$ cat src/rtl/tmr_vote_ctrl_if.sv
// ---------------------------------------------------------------------------
// tmr_vote_ctrl_if
// Handshake bundle between the triplicated producers, the voter and the
// single downstream consumer.
//   in_valid / in_ready : triplet handshake (producer -> voter)
//   a, b, c             : the three redundant copies of the word
//   out_valid/out_ready : result handshake (voter -> consumer)
//   vote, disagree      : voted word and per-bit disagreement mask
// master = producer/consumer side, slave = the voter.
// ---------------------------------------------------------------------------
interface tmr_vote_ctrl_if #(
  parameter int W = 8
);
  logic         in_valid;
  logic         in_ready;
  logic [W-1:0] a;
  logic [W-1:0] b;
  logic [W-1:0] c;
  logic         out_valid;
  logic         out_ready;
  logic [W-1:0] vote;
  logic [W-1:0] disagree;

  modport master (
    output in_valid, a, b, c, out_ready,
    input  in_ready, out_valid, vote, disagree
  );

  modport slave (
    input  in_valid, a, b, c, out_ready,
    output in_ready, out_valid, vote, disagree
  );
endinterface

$ cat src/rtl/tmr_vote_ctrl.sv
// ---------------------------------------------------------------------------
// tmr_vote_ctrl
// Bit-serial TMR voter. A triplet of W-bit words is latched, then shifted
// LSB-first through one shared 1-bit majority cell, one bit per clock. The
// voted word and a per-bit disagreement mask are assembled in place and
// presented on the result handshake. Words with any disagreement bump a
// saturating error counter.
// Ports:
//   clk     : rising-edge clock
//   rst     : synchronous active-high reset
//   bus     : tmr_vote_ctrl_if.slave (input triplet + result handshakes)
//   clr_cnt : synchronous clear of err_cnt (wins over an increment)
//   err_cnt : saturating count of corrupted words
//   busy    : high while bits are being voted
// ---------------------------------------------------------------------------

// The single shared 1-bit majority cell.
module tmr_vote_major (
  input  logic a_i,
  input  logic b_i,
  input  logic c_i,
  output logic maj_o
);
  assign maj_o = (a_i & b_i) | (a_i & c_i) | (b_i & c_i);
endmodule

module tmr_vote_ctrl #(
  parameter int W  = 8,
  parameter int CW = 8
) (
  input  logic                 clk,
  input  logic                 rst,
  tmr_vote_ctrl_if.slave       bus,
  input  logic                 clr_cnt,
  output logic [CW-1:0]        err_cnt,
  output logic                 busy
);
  localparam int IW = $clog2(W);
  localparam logic [IW-1:0] LAST_IDX = IW'(W - 1);

  typedef enum logic [1:0] {IDLE, VOTE, DONE} state_t;

  state_t          state_q;
  logic [W-1:0]    a_q, b_q, c_q;
  logic [IW-1:0]   idx_q;
  logic [W-1:0]    vote_q, disagree_q;
  logic [CW-1:0]   err_q;

  logic            bit_maj;
  logic            bit_dis;
  logic [W-1:0]    vote_d, disagree_d;
  logic            err_inc;

  // Copies are shifted right each VOTE cycle, so bit 0 is always the bit
  // currently at position idx_q.
  tmr_vote_major u_major (
    .a_i  (a_q[0]),
    .b_i  (b_q[0]),
    .c_i  (c_q[0]),
    .maj_o(bit_maj)
  );

  assign bit_dis = !((a_q[0] == b_q[0]) && (b_q[0] == c_q[0]));

  // Per-bit write enable: only the slot addressed by idx_q takes the new
  // result, all other slots hold.
  for (genvar gi = 0; gi < W; gi++) begin : g_slot
    assign vote_d[gi]     = (idx_q == IW'(gi)) ? bit_maj : vote_q[gi];
    assign disagree_d[gi] = (idx_q == IW'(gi)) ? bit_dis : disagree_q[gi];
  end

  // Looks at the mask including the bit being written on the final edge.
  assign err_inc = (state_q == VOTE) && (idx_q == LAST_IDX) && (|disagree_d);

  always_ff @(posedge clk) begin
    if (rst) begin
      state_q    <= IDLE;
      a_q        <= '0;
      b_q        <= '0;
      c_q        <= '0;
      idx_q      <= '0;
      vote_q     <= '0;
      disagree_q <= '0;
      err_q      <= '0;
    end else begin
      if (clr_cnt) begin
        err_q <= '0;
      end else if (err_inc && (err_q != {CW{1'b1}})) begin
        err_q <= err_q + 1'b1;
      end

      case (state_q)
        IDLE: begin
          if (bus.in_valid) begin
            a_q        <= bus.a;
            b_q        <= bus.b;
            c_q        <= bus.c;
            idx_q      <= '0;
            vote_q     <= '0;
            disagree_q <= '0;
            state_q    <= VOTE;
          end
        end
        VOTE: begin
          vote_q     <= vote_d;
          disagree_q <= disagree_d;
          a_q        <= a_q >> 1;
          b_q        <= b_q >> 1;
          c_q        <= c_q >> 1;
          idx_q      <= idx_q + 1'b1;
          if (idx_q == LAST_IDX) begin
            state_q <= DONE;
          end
        end
        DONE: begin
          // Returning to IDLE here means the next accept is one cycle later.
          if (bus.out_ready) begin
            state_q <= IDLE;
          end
        end
        default: state_q <= IDLE;
      endcase
    end
  end

  assign bus.in_ready  = (state_q == IDLE) && !rst;
  assign bus.out_valid = (state_q == DONE);
  assign bus.vote      = vote_q;
  assign bus.disagree  = disagree_q;
  assign busy          = (state_q == VOTE);
  assign err_cnt       = err_q;
endmodule

$ cat src/flat_wrapper.sv
// flat-port wrapper written by rule: the top's interface ports become plain ports
module tmr_vote_ctrl_flat 
#(
  parameter int W  = 8,
  parameter int CW = 8
)
  (clk, rst, clr_cnt, err_cnt, busy, bus_in_valid, bus_a, bus_b, bus_c, bus_out_ready, bus_in_ready, bus_out_valid, bus_vote, bus_disagree);
  tmr_vote_ctrl_if #(.W(W)) bus_i ();
  input  logic clk;
  input  logic rst;
  input  logic clr_cnt;
  output logic [CW-1:0] err_cnt;
  output logic busy;
  input wire logic [$bits(bus_i.in_valid)-1:0] bus_in_valid;
  input wire logic [$bits(bus_i.a)-1:0] bus_a;
  input wire logic [$bits(bus_i.b)-1:0] bus_b;
  input wire logic [$bits(bus_i.c)-1:0] bus_c;
  input wire logic [$bits(bus_i.out_ready)-1:0] bus_out_ready;
  output wire logic [$bits(bus_i.in_ready)-1:0] bus_in_ready;
  output wire logic [$bits(bus_i.out_valid)-1:0] bus_out_valid;
  output wire logic [$bits(bus_i.vote)-1:0] bus_vote;
  output wire logic [$bits(bus_i.disagree)-1:0] bus_disagree;
  assign bus_i.in_valid = bus_in_valid;
  assign bus_i.a = bus_a;
  assign bus_i.b = bus_b;
  assign bus_i.c = bus_c;
  assign bus_i.out_ready = bus_out_ready;
  assign bus_in_ready = bus_i.in_ready;
  assign bus_out_valid = bus_i.out_valid;
  assign bus_vote = bus_i.vote;
  assign bus_disagree = bus_i.disagree;
  tmr_vote_ctrl #(.W(W), .CW(CW)) u_core (.clk(clk), .rst(rst), .bus(bus_i), .clr_cnt(clr_cnt), .err_cnt(err_cnt), .busy(busy));
endmodule
$ cat config.mk
export PLATFORM = sky130hd
export DESIGN_NAME = tmr_vote_ctrl_flat
export DESIGN_NICKNAME = d
export VERILOG_FILES = /design/src/rtl/tmr_vote_ctrl_if.sv /design/src/rtl/tmr_vote_ctrl.sv /design/src/flat_wrapper.sv
export SDC_FILE = /design/constraint.sdc
export NUM_CORES = 1
export LEC_CHECK = 0
export ABC_AREA = 1
export CAP_MARGIN = 5
export CORE_AREA = 2 2 110 91
export CTS_CLUSTER_DIAMETER = 60
export DETAILED_ROUTE_END_ITERATION = 12
export DIE_AREA = 0 0 112 93
export GPL_TIMING_DRIVEN = 1
export PLACE_DENSITY = 0.55
export SLEW_MARGIN = 20
export SYNTH_ARGS = -nofsm -noshare
export SYNTH_HDL_FRONTEND = slang
export SYNTH_SLANG_ARGS = --single-unit
$ cat constraint.sdc
create_clock -name clk -period 2.54 [get_ports clk]
set_input_delay 0.508 -clock clk [delete_from_list [all_inputs] [get_ports clk]]
set_output_delay 0.508 -clock clk [all_outputs]
set_load 0.03 [all_outputs]
# After elaboration in Yosys (flattened, before gate mapping)
# Index checks and enable logic that the tools add are counted.
# W data, S select, Z words.
totals:
  output_inout_bits: 27
  regBits: 53
classes:
  n_bitwise: 5
  eq_ne: 22
  mux: 31
  n_reduce_logical: 22
  add_sub_neg: 2
ops:
  columns: ["op", "count"]
  rows:
  - ["$pmux W8 S2", 5]
  - ["$mux W8", 4]
  - ["$reduce_and A3 Y1", 9]
  - ["$mux W1", 16]
  - ["$ne A2 B1 Y1 const B", 8]
  - ["$eq A3 B3 Y1 const B", 4]
  - ["$add A8 B1 Y8 const B", 1]
  - ["$ne A8 B8 Y1 const B", 1]
  - ["$reduce_or A8 Y1", 1]
  - ["$eq A3 B2 Y1 const B", 2]
  - ["$mux W2", 3]
  - ["$pmux W2 S3", 1]
  - ["$pmux W3 S2", 1]
  - ["$logic_and A1 B1 Y1", 5]
  - ["$ne A2 B2 Y1 const B", 2]
  - ["$add A3 B1 Y3 const B", 1]
  - ["$and A1 B1 Y1", 3]
  - ["$eq A3 B1 Y1 const B", 1]
  - ["$logic_not A3 Y1", 1]
  - ["$mux W3", 1]
  - ["$eq A1 B1 Y1", 2]
  - ["$eq A2 B1 Y1 const B", 1]
  - ["$eq A2 B2 Y1 const B", 1]
  - ["$logic_not A1 Y1", 2]
  - ["other kinds (5)", 6]

# Longest topological paths before layout
depth:
  depth_word: 7
  depth_mapped: 14
  mapped_depth_nobuf: 13

# By module
# From an unflattened synthesis, not the netlist that was laid out.
hier_totals:
  cells_unflattened: 384
  area_unflattened_um2: 2633.8
by_module_without_submodules:
  columns: ["module", "seq_area_each_um2", "area_each_um2", "n_inst", "cells_each"]
  rows:
  - ["tmr_vote_ctrl", 1061.0, 2612.5, 1, 380]
  - ["tmr_vote_major", 0.0, 21.3, 1, 4]

# Least setup slack after synthesis
# OpenSTA, ideal clock, no wires.
synth_timing:
  path_type: "input-to-output"
  start: "in rst"
  end: "out bus_in_ready"
  required_time_ps: 2032
  arrival_ps: 1528
  n_path_buf: 2
  stages: 3
  slack_ps: 504
  cell_sequence: "clkbuf_1 clkbuf_1 nor3_1"
synth_between:
  elab_chain_cells: 2
synth_lines:
  columns: ["element", "line_no", "rtl"]
  rows:
  - ["start: declaration", "flat_wrapper.sv:10", "input logic rst;"]
  - ["$logic_not A1 Y1", "tmr_vote_ctrl.sv:126", "assign bus.in_ready = (state_q == IDLE) && !rst;"]
  - ["$logic_and A1 B1 Y1", "tmr_vote_ctrl.sv:126", null]
  - ["end: declaration", "flat_wrapper.sv:19", "output wire logic [$bits(bus_i.in_ready)-1:0] bus_in_ready;"]
# Every way passes these cells.

# Worst setup path after layout
layout_timing:
  start: "reg u_core.state_q[1]"
  end: "out bus_out_valid"
layout_between:
  elab_chain_cells: 1
layout_lines:
  columns: ["element", "line_no", "rtl"]
  rows:
  - ["start: declaration", "tmr_vote_ctrl.sv:43", "state_t state_q;"]
  - ["start signal: assignment", "tmr_vote_ctrl.sv:77", "state_q <= IDLE;"]
  - ["start signal: assignment", "tmr_vote_ctrl.sv:101", "state_q <= VOTE;"]
  - ["start signal: assignment", "tmr_vote_ctrl.sv:112", "state_q <= DONE;"]
  - ["$eq A2 B2 Y1", "tmr_vote_ctrl.sv:127", "assign bus.out_valid = (state_q == DONE);"]
  - ["end: declaration", "flat_wrapper.sv:20", "output wire logic [$bits(bus_i.out_valid)-1:0] bus_out_valid;"]
# Every way passes these cells.

==> impl_metrics.csv <==
group,metric,value,unit
status,status,"complete, no violations",
clock_network,clock_path_buffers,2,
sta,setup_tns,0,ps
detailed_routing,vias_per_cell,4.64,
logic_synthesis,synth_edf_count,0,
cells_and_area,synthToLayoutAreaGrowth,28.3,%
sta,hold_viol,0,
global_routing,grt_max_degree,46,
detailed_routing,drc,0,
pwr,power,2.16,mW
cells_and_area,final_common_cell,"nand2_1",
cells_and_area,final_core_util,38.7,%
cells_and_area,drive_gt1_share,11.6,%
pwr,powerDensity,597,nW/um2
detailed_routing,finalWirelength,6650,um
global_routing,grt_pass1_vias,2376,
sta,period_share,85.6,%
clock_network,cts_tree,"done",
logic_synthesis,syn_area,2830,um2
worst_setup_path,start_kind,"flip-flop",
cells_and_area,fin_nets,475,
clock_network,root_buffer,"clkbuf_16",
logic_synthesis,yosys-top-cells-area,"dfxtp_1, nand2_1, o21bai_1, a31oi_1, a21oi_1",
clock_network,cts_buffers,5,
logic_synthesis,yosys.area.top_type,"dfxtp_1",
worst_setup_path,cp_slowest_cell,"clkdlybuf4s50_1",
placed_design,dpl-instance-area,3430,um2
detailed_routing,firstDrtPassIters,4,
placed_design,hpwlAfterDp,4630,um
global_routing,antenna_found_initial,0,
worst_setup_path,cpLargestDelayFamily,"buffers and inverters",
logic_synthesis,netlist.area_leader.share,37.6,%
logic_synthesis,ys_seq_area_share,37.6,%
sta,fmax,460,MHz
clock_network,clkTransAtPathRegs,70,ps
clock_network,ctsResizeCount,0,
global_routing,grt_pass1_wl,11400,um
logic_synthesis,synth_nets,429,
worst_setup_path,reg2reg_slack,490,ps
clock_network,hold_buffers,0,
pwr,p_leak,1.46,nW
floorplan,rows,32,
clock_network,htree_levels,2,
sta,max-slew-margin-rel,62.2,%
detailed_routing,ant_nets,0,
detailed_routing,via_count,2583,
clock_network,postCtsSetupBuffers,0,
sta,grt_setup_unrepaired,"false",
worst_setup_path,path_buf_inv,2,
worst_setup_path,critical_path_class,"reg2out",
pwr,irDropWorstVdd,0.285,mV
worst_setup_path,crit_fanout,4,
logic_synthesis,ys_types,33,
sta,finalSetupViolations,0,
logic_synthesis,syn_area_per_cell,7.23,um2
logic_synthesis,synthArstFlopShare,0,%
sta,finalCriticalPeriod,2170,ps
cells_and_area,layout_common_cells,"nand2_1, clkdlybuf4s50_1, dfxtp_1",
clock_network,insertion_delay,290,ps
global_routing,grt_use_total,13.4,%
logic_synthesis,synth_seq_cells,53,
worst_setup_path,end_kind,"output port",
floorplan,die_w,112,um
sta,setup_ws,367,ps
sta,clock_skew,6.70,ps
cells_and_area,fin_area,3620,um2
floorplan,die_h,93,um
detailed_routing,post_drt_wl_per_cell,11.9,um
placed_design,io_buffers,55,
logic_synthesis,yosysWarnings,0,
logic_synthesis,dominantRegCellSynth,"dfxtp_1",
worst_setup_path,critPathRequiredTime,2030,ps
global_routing,gr-total-overflow,0,
placed_design,dpl_worst_slack,477,ps
worst_setup_path,cp_cell_sequence,"inv_1 -> nor2_1 -> clkdlybuf4s50_1",
floorplan,fp.dieArea,10400,um2
cells_and_area,antenna_cells,0,
worst_hold_path,holdCritPathClass,"reg2reg",
placed_design,gp_congestion,0.773,
worst_setup_path,cpPeakStageDelay,690,ps
logic_synthesis,syn_inst,391,
worst_setup_path,cp_data_arrival_time,1670,ps
floorplan,start_util,30.2,%
detailed_routing,drt_iter0_markers,129,
floorplan,core_area,9370,um2
clock_network,cts_sinks,53,
sta,worst_slew_pin_slew,564,ps
sta,drv_slew,0,
floorplan,ios,56,
run,drv_cap,0,
final timing paths:
kind | start | end | cells past startpoint
worst max-delay path | u_core.state_q[1] | bus_out_valid | 3
worst min-delay path | u_core.bus.vote[2] | u_core.bus.vote[2] | 2
worst max register to register | u_core.idx_q[2] | u_core.err_cnt[0] | 11
worst min register to register | u_core.bus.vote[2] | u_core.bus.vote[2] | 2
power by group:
group / internal [mW] / switching, mW / total [mW]
logic: 0.149 / 0.228 / 0.376
registers: 0.881 / 0.0291 / 0.910
clock network: 0.563 / 0.314 / 0.877
total: 1.59 / 0.570 / 2.16
final cells by class:
cell class	instances	area [um2]
fillers	1011	5750
clock buffers	5	125
clock inverters	3	65.1
flip-flops and latches	53	1060
multi-input cells	278	1480
inverters	41	161
repair buffers	58	583
well taps	119	149
synth_stat cells, types with 2 or more instances:
master	instances
o211ai_1	3
buf_6	6
nor2_8	2
clkbuf_1	8
o21ai_0	4
nand2_1	119
nand2_2	18
or2_2	3
nor3_1	3
a21oi_1	24
clkinv_1	2
a31oi_1	21
inv_1	32
nand4_1	6
nor2_1	19
dfxtp_1	53
o21bai_1	21
buf_2	3
inv_2	5
ha_1	9
nor2_2	5
nand3_1	14
layer usage:
metal / share of wire (%) / routed length [um] / track usage [%]
met1: 50 / 3320 / 17.5
met2: 45 / 3000 / 22.3
met3: 3.6 / 237 / 2.53
met4: 1.3 / 89 / 4.57
met5: 0 / 0 / 0
state kept, by name, summed over array words and instances, names as in the netlist:
register / flops
u_core.idx_q: 3
u_core.state_q: 2
u_core.err_cnt: 8
u_core.c_q: 8
u_core.bus.vote: 8
u_core.a_q: 8
u_core.b_q: 8
u_core.bus.disagree: 8
kinds of logic after synthesis:
| logic type | share of synthesized area [%] |
|---|---|
| fa+ha+maj | 3.99 |
| flops | 37.6 |
| compound gates | 17.0 |
| simple gates | 31.1 |
| buf+inv | 10.1 |
| xor+xnor | 0.310 |
through the flow:
step / cells / hold slack [ps]
6_report: 557 / 462
2_1_floorplan: 391 / 439
5_1_grt: 557 / 489
3_5_place_dp: 549 / 455
4_1_cts: 557 / 466
3_3_place_gp: 549 / 446
tightest hold or removal path, delay by kind of cell, from the launching register on:
kind | cells | cell delay, ps
DFF | 1 | 310
AOI/OAI and AO/OA | 1 | 50
and+or+nand+nor | 1 | 60
No activity file was read; power rests on OpenSTA's default activity.
